--- src/rtl/sqrt_pkg.sv ---
`default_nettype none
// ============================================================================
// Module  : sqrt_pkg
// Purpose : Shared widths, FSM state type and default timeout for the
//           sqrt_initiator request sequencer and its range checker.
// Contents: SQRT_OPERAND_W, SQRT_ROOT_W, SQRT_DEFAULT_TIMEOUT,
//           sqrt_init_state_t
// Revision: 1.0 - initial release
// ============================================================================
package sqrt_pkg;

  localparam int SQRT_OPERAND_W       = 16;
  localparam int SQRT_ROOT_W          = 8;
  localparam int SQRT_DEFAULT_TIMEOUT = 64;

  // ST_CHECK is only reachable when SQRT_INITIATOR_CHECK_EN is defined.
  typedef enum logic [2:0] {
    ST_IDLE  = 3'd0,
    ST_ISSUE = 3'd1,
    ST_WAIT  = 3'd2,
    ST_CHECK = 3'd3,
    ST_RESP  = 3'd4
  } sqrt_init_state_t;

endpackage : sqrt_pkg
`default_nettype wire

--- src/rtl/sqrt_range_check.sv ---
`default_nettype none
// ============================================================================
// Module  : sqrt_range_check
// Purpose : Combinational check that r is the integer square root of x,
//           i.e. r*r <= x < (r+1)*(r+1), evaluated at 17 bits unsigned so
//           that r=255 / x=16'hFFFF does not overflow.
// Ports   : x_i  [15:0] operand
//           r_i  [7:0]  candidate root
//           ok_o        1 when r_i is the floor square root of x_i
// Revision: 1.0 - initial release
// ============================================================================
module sqrt_range_check
  import sqrt_pkg::*;
(
  input  logic [SQRT_OPERAND_W-1:0] x_i,
  input  logic [SQRT_ROOT_W-1:0]    r_i,
  output logic                      ok_o
);

  logic [SQRT_ROOT_W:0]      w_r_plus1;
  logic [SQRT_OPERAND_W:0]   w_sq_lo;
  logic [SQRT_OPERAND_W:0]   w_sq_hi;
  logic [SQRT_OPERAND_W:0]   w_x_ext;

  assign w_r_plus1 = {1'b0, r_i} + 9'd1;
  assign w_sq_lo   = {9'd0, r_i} * {9'd0, r_i};
  assign w_sq_hi   = {8'd0, w_r_plus1} * {8'd0, w_r_plus1};
  assign w_x_ext   = {1'b0, x_i};

  assign ok_o = (w_sq_lo <= w_x_ext) && (w_x_ext < w_sq_hi);

endmodule : sqrt_range_check
`default_nettype wire

--- src/rtl/sqrt_initiator.sv ---
`default_nettype none
// ============================================================================
// Module  : sqrt_initiator
// Purpose : Request sequencer for the 16-bit integer square-root core.
//           Accepts an operand on a valid/ready request port, pulses the
//           core start, waits for a rising edge of core_done (or a timeout)
//           and returns the root on a valid/ready response port.
// Macro   : SQRT_INITIATOR_CHECK_EN - builds the CHECK state and the range
//           checker; otherwise rsp_mismatch_o is tied to 0.
// Ports   : clk_i, rst_i (async, active high)
//           req_valid_i / req_ready_o / req_data_i[15:0]  request port
//           core_start_o, core_data_o[15:0]                core drive
//           core_result_i[7:0], core_done_i                core return
//           rsp_valid_o / rsp_ready_i, rsp_root_o[7:0],
//           rsp_timeout_o, rsp_mismatch_o                  response port
// Revision: 1.0 - initial release
// ============================================================================
module sqrt_initiator
  import sqrt_pkg::*;
#(
  parameter int TIMEOUT_CYCLES = SQRT_DEFAULT_TIMEOUT
) (
  input  logic                      clk_i,
  input  logic                      rst_i,
  input  logic                      req_valid_i,
  output logic                      req_ready_o,
  input  logic [SQRT_OPERAND_W-1:0] req_data_i,
  output logic                      core_start_o,
  output logic [SQRT_OPERAND_W-1:0] core_data_o,
  input  logic [SQRT_ROOT_W-1:0]    core_result_i,
  input  logic                      core_done_i,
  output logic                      rsp_valid_o,
  input  logic                      rsp_ready_i,
  output logic [SQRT_ROOT_W-1:0]    rsp_root_o,
  output logic                      rsp_timeout_o,
  output logic                      rsp_mismatch_o
);

  // Last timer value allowed in WAIT; reaching it without completion aborts.
  localparam logic [15:0] C_TIMER_LAST = 16'(TIMEOUT_CYCLES - 1);

  sqrt_init_state_t          state_q, state_d;
  logic [SQRT_OPERAND_W-1:0] operand_q, operand_d;
  logic [15:0]               timer_q, timer_d;
  logic [SQRT_ROOT_W-1:0]    root_q, root_d;
  logic                      timeout_q, timeout_d;
  logic                      req_ready_q;
  logic                      done_q;
  logic                      w_done_edge;

  // A done level left high by a previous run never counts as completion.
  assign w_done_edge = core_done_i & ~done_q;

`ifdef SQRT_INITIATOR_CHECK_EN
  logic mismatch_q, mismatch_d;
  logic w_range_ok;

  sqrt_range_check u_range_check (
    .x_i  (operand_q),
    .r_i  (root_q),
    .ok_o (w_range_ok)
  );
`endif

  always_comb begin
    state_d    = state_q;
    operand_d  = operand_q;
    timer_d    = timer_q;
    root_d     = root_q;
    timeout_d  = timeout_q;
`ifdef SQRT_INITIATOR_CHECK_EN
    mismatch_d = mismatch_q;
`endif
    case (state_q)
      ST_IDLE: begin
        if (req_valid_i && req_ready_q) begin
          operand_d = req_data_i;
          state_d   = ST_ISSUE;
        end
      end
      ST_ISSUE: begin
        timer_d = 16'd0;
        state_d = ST_WAIT;
      end
      ST_WAIT: begin
        timer_d = timer_q + 16'd1;
        // Completion takes priority over a simultaneous timeout.
        if (w_done_edge) begin
          root_d = core_result_i;
`ifdef SQRT_INITIATOR_CHECK_EN
          state_d = ST_CHECK;
`else
          state_d = ST_RESP;
`endif
        end else if (timer_q == C_TIMER_LAST) begin
          timeout_d = 1'b1;
          root_d    = '0;
          state_d   = ST_RESP;
        end
      end
`ifdef SQRT_INITIATOR_CHECK_EN
      ST_CHECK: begin
        mismatch_d = ~w_range_ok;
        state_d    = ST_RESP;
      end
`endif
      ST_RESP: begin
        if (rsp_ready_i) begin
          timeout_d = 1'b0;
`ifdef SQRT_INITIATOR_CHECK_EN
          mismatch_d = 1'b0;
`endif
          state_d   = ST_IDLE;
        end
      end
      default: state_d = ST_IDLE;
    endcase
  end

  always_ff @(posedge clk_i or posedge rst_i) begin
    if (rst_i) begin
      state_q     <= ST_IDLE;
      operand_q   <= '0;
      timer_q     <= '0;
      root_q      <= '0;
      timeout_q   <= 1'b0;
      req_ready_q <= 1'b0;
      done_q      <= 1'b0;
    end else begin
      state_q     <= state_d;
      operand_q   <= operand_d;
      timer_q     <= timer_d;
      root_q      <= root_d;
      timeout_q   <= timeout_d;
      // Registered copy of "next state is IDLE" so req_ready is a flop
      // and stays low during reset.
      req_ready_q <= (state_d == ST_IDLE);
      done_q      <= core_done_i;
    end
  end

`ifdef SQRT_INITIATOR_CHECK_EN
  always_ff @(posedge clk_i or posedge rst_i) begin
    if (rst_i) begin
      mismatch_q <= 1'b0;
    end else begin
      mismatch_q <= mismatch_d;
    end
  end
  assign rsp_mismatch_o = mismatch_q;
`else
  assign rsp_mismatch_o = 1'b0;
`endif

  assign req_ready_o   = req_ready_q;
  assign core_start_o  = (state_q == ST_ISSUE);
  assign core_data_o   = operand_q;
  assign rsp_valid_o   = (state_q == ST_RESP);
  assign rsp_root_o    = root_q;
  assign rsp_timeout_o = timeout_q;

endmodule : sqrt_initiator
`default_nettype wire
--- config.mk ---
export PLATFORM = sky130hd
export DESIGN_NAME = sqrt_initiator
export DESIGN_NICKNAME = d
export VERILOG_FILES = /design/src/rtl/sqrt_pkg.sv /design/src/rtl/sqrt_range_check.sv /design/src/rtl/sqrt_initiator.sv
export SDC_FILE = /design/constraint.sdc
export NUM_CORES = 1
export LEC_CHECK = 0
export ABC_CLOCK_PERIOD_IN_PS = 5850
export CORE_MARGIN = 2
export CORE_UTILIZATION = 25
export DETAILED_ROUTE_END_ITERATION = 10
export PLACE_DENSITY = 0.53
export SLEW_MARGIN = 20
export SYNTH_ARGS = -nofsm -noshare
export SYNTH_HDL_FRONTEND = slang
export SYNTH_SLANG_ARGS = --single-unit
--- constraint.sdc ---
create_clock -name clk_i -period 5.85 [get_ports clk_i]
set_clock_uncertainty 0.2 [all_clocks]
set_input_delay 0.8775 -clock clk_i [delete_from_list [all_inputs] [get_ports clk_i]]
set_output_delay 0.8775 -clock clk_i [all_outputs]
set_load 0.02 [all_outputs]
# Word level (Yosys, flattened, before mapping)
# Index checks and enable logic that the tools add are counted.
# Widths: inputs -> output; s select.
# classes
n_reduce_logical	9
add_sub_neg	1
bitwise	2
mux	12
eq_ne	7
# ops
op	n
$pmux 16 s2	1
$add 16x1->16 const B	1
$eq 16x6->1 const B	1
$mux 8	2
$mux 3	4
$pmux 3 s4	1
$logic_not 3->1	2
$reduce_bool 2->1	3
$ne 2x2->1 const B	2
$reduce_and 2->1	2
$reduce_and 4->1	1
$eq 3x1->1 const B	1
$eq 3x2->1 const B	1
$eq 3x3->1 const B	1
$mux 1	3
$ne 2x1->1 const B	1
$pmux 1 s2	1
$and 1x1->1	1
$logic_and 1x1->1	1
$not 1->1	1
# word_totals
in_bits	29
out_inout_bits	29
regBits	46
wordCells	38

# Logic depth before layout (Yosys ltp)
# logic_depth
depth_word	5
mapped_depth	6
mapped_depth_nobuf	6

# Worst setup path after synthesis
# Ideal clock, no wire load.
# synth_timing
kind	input port to flip-flop
startpoint	input port req_valid_i
endpoint	register operand_q[0] (netlist: core_data_o[0])
arrival_time_ns	2.084
path_stages	4
setup_ns	0.125
path_slack_ns	3.442
n_path_buf	1
t_required_ns	5.525
cell_sequence	nand2_1 -> nor4_2 -> buf_4 -> mux2_2
# synth_between
elab_chain_cells	2
# synth_rtl
item	line	text
start: declaration	sqrt_initiator.sv:25	input logic req_valid_i,
$logic_and 1x1->1	sqrt_initiator.sv:76	if (req_valid_i && req_ready_q) begin
$reduce_and 2->1 (no source line)	-	
end signal: assignment	sqrt_initiator.sv:131	operand_q <= operand_d;
end: declaration	sqrt_initiator.sv:43	logic [SQRT_OPERAND_W-1:0] operand_q, operand_d;
# No other way between the ends.
# A chain may end at the register's enable or synchronous reset.

# Worst setup path in the final report
# layout_timing
startpoint	register state_q[0]
endpoint	output port core_start_o
# layout_between
elab_chain_cells	1
# layout_rtl
item	line	text
start: declaration	sqrt_initiator.sv:42	sqrt_init_state_t state_q, state_d;
start signal: assignment	sqrt_initiator.sv:130	state_q <= state_d;
$eq 3x1->1	sqrt_initiator.sv:156	assign core_start_o = (state_q == ST_ISSUE);
end: declaration	sqrt_initiator.sv:28	output logic core_start_o,
# No other way between the ends.

==> qor.txt <==
outcome - complete, no violations
Slew @ Worst Pin - 0.797 ns
crit end category - output pin
Slowest-stage cell, CP - clkdlybuf4s50_1
Leak - 1.24 nW
crit path cell chain - nor2b_1, nand2b_1, inv_1, clkdlybuf4s50_1
RSZ-0062 raised after global routing - false
Peak supply drop - 0.156 mV
Slew HR - 46.8%
Skew-Pair Late Insertion Delay - 0.30 ns
Worst setup SP type - flop
# IOs - 58
area of the multi-input gates - 803 um2
width of the die - 93.1 um
largest fanout on the critical path - 14
largest net degree at the start of global routing - 47
number of gates resized after CTS - 0
CP peak stage delay - 0.62 ns
Vias/cell - 4.53
FMAX - 0.310 GHz
final WL - 4190 um
fillers - 775
drt drc - 0
global route total overflow - 0
initial DRC count - 52
routability cong. - 0.717
Main synth FF type - dfrtp_1
Layout area overhead - 39.0%
Mapped Nets - 191
Area after DPL - 2660 um2
Post-Syn Area per Cell - 12.3 um2
total CTS buffers - 5
kind of critical path - reg -> out
Final Max Slew Viols - 0
starting utilization of the core area - 25.7%
Post-DP HPWL - 2910 um
Final Cell Area - 2760 um2
post-CTS setup buffers - 0
CP arrival - 2.15 ns
Gate Count Post-Synth - 161
post-synthesis async set-or-reset flop share - 100%
Routed Antenna Nets - 0
Distinct cells, synth - 34
register clock-pin slew on the reported worst setup and hold paths - 0.09 ns
Seq/Total Area, Yosys - 58.0%
clock root buffer - clkbuf_8
die span in y - 93.1 um
Final Cycle Share - 55.2%
# setup viols final - 0
Layout Utilization - 35.7%
antenna violations before repair - 0
commonest non-fill, non-tap cell in the layout - clkdlybuf4s50_1
final worst path period need - 3.23 ns
die area - 8670 um2
setup TNS - 0 ns
WP data required - 4.77 ns
vias in the first global route - 1526
nets@finish - 251
FF-to-FF path depth - 5
CTS tree - done
CTS Hold Bufs - 0
WL per Instance - 12.9 um
worst-case clock buffer depth - 2
most frequent cells in the layout - 56 x clkdlybuf4s50_1, 46 x dfrtp_1, 22 x nand2_1
ant diodes - 0
via count - 1468
drt pass-1 iters - 4
first-pass GRT wire length - 7150 um
GR Util All Layers - 10.5%
register area - 1150 um2
Synth warnings - 0
share of layout cells above drive strength 1 - 13.5%
Mapped Area - 1980 um2
pwr dens - 442 nW/um2
WHS - 0.268 ns
PortBufs - 56
synthesis-stage register bit count - 46
Std-Cell Rows - 32
H-tree levels - 2
Clock Sinks - 46
Post-synth EDFFs - 0
worst hold path cell count - 1
Final Hold Vio Count - 0
core area - 7730 um2
Max Cap Viol - 0
Hold Crit Class - reg -> reg
[metrics by stage]
stage | instances | power, mW | worst slack, ns
5_1_grt | 324 | 1.30 | 2.45
3_5_place_dp | 315 | 1.03 | 2.81
3_3_place_gp | 315 | 1.03 | 2.85
6_report | 324 | 1.22 | 2.62
2_1_floorplan | 161 | 0.784 | 3.44
4_1_cts | 323 | 1.24 | 2.59
[path summary, 6_finish.rpt]
path | start | endpoint | slack, ns
worst max-delay path | state_q[0] | core_start_o | 2.62
worst min-delay path | timer_q[15] | timer_q[15] | 0.27
worst max register to register | timer_q[0] | rsp_root_o[2] | 3.65
worst min register to register | timer_q[15] | timer_q[15] | 0.27
max in group asynchronous | rst_i | timer_q[4] | 4.15
min in group asynchronous | rst_i | rsp_root_o[6] | 0.82
[where the power goes]
part           internal, mW  switching [mW]
Combinational         0.281           0.252
Clock                0.0844           0.108
Sequential            0.423          0.0705
Total                 0.789           0.430
[cell usage after synthesis (2+ instances only)]
master | count | area, um2
dfrtp_1 | 46 | 1150
nand2_1 | 22 | 82.6
mux2_2 | 16 | 180
mux2i_1 | 12 | 120
a22o_1 | 9 | 78.8
nand3_1 | 6 | 30.0
o21ai_0 | 6 | 30.0
nor2_1 | 5 | 18.8
inv_1 | 4 | 15.0
nand4_1 | 4 | 25.0
a21oi_1 | 2 | 10.0
and3_1 | 2 | 12.5
buf_4 | 2 | 15.0
nand2b_1 | 2 | 12.5
nor2b_1 | 2 | 12.5
nor4_2 | 2 | 25.0
or4_1 | 2 | 15.0
[metal layers]
metal / share of wire (%) / GRT usage (%) / vias up
met1: 48 / 13.7 / 725
met3: 6.9 / 4.43 / 2
met4: 0.24 / 2.70 / 0
met5: 0 / 0 / -
met2: 45 / 16.0 / 41
li1: - / - / 700
[kinds of logic after synthesis]
| logic type | share of synthesized area [%] |
|---|---|
| and+or+nand+nor | 16.1 |
| muxes | 15.1 |
| AOI/OAI and AO/OA | 7.57 |
| DFF | 58.0 |
| adders and majority gates | 0.630 |
| xor gates and xnor gates | 0.441 |
| buffers and inverters | 1.95 |
| other | 0.189 |
[sequential cells by signal, summed over array words and instances (netlist names)]
signal,flops
core_data_o,16
timer_q,16
rsp_root_o,8
state_q,3
done_q,1
req_ready_o,1
rsp_timeout_o,1
[area by class of cell]
class / count / area share [%]
clock buffers: 6 / 2.63
clock inverters: 2 / 0.499
inverters: 4 / 0.590
multi-input cells: 107 / 29.1
flip-flops and latches: 46 / 41.7
well taps: 102 / 4.63
repair buffers: 57 / 20.8
[worst max-delay path, delay by kind of cell, from the launching register on]
kind          cells  cell delay [ns]
simple gates      2             0.55
buf+inv           2             0.83
flops             1             0.48
(Power assumes the default switching activity.)
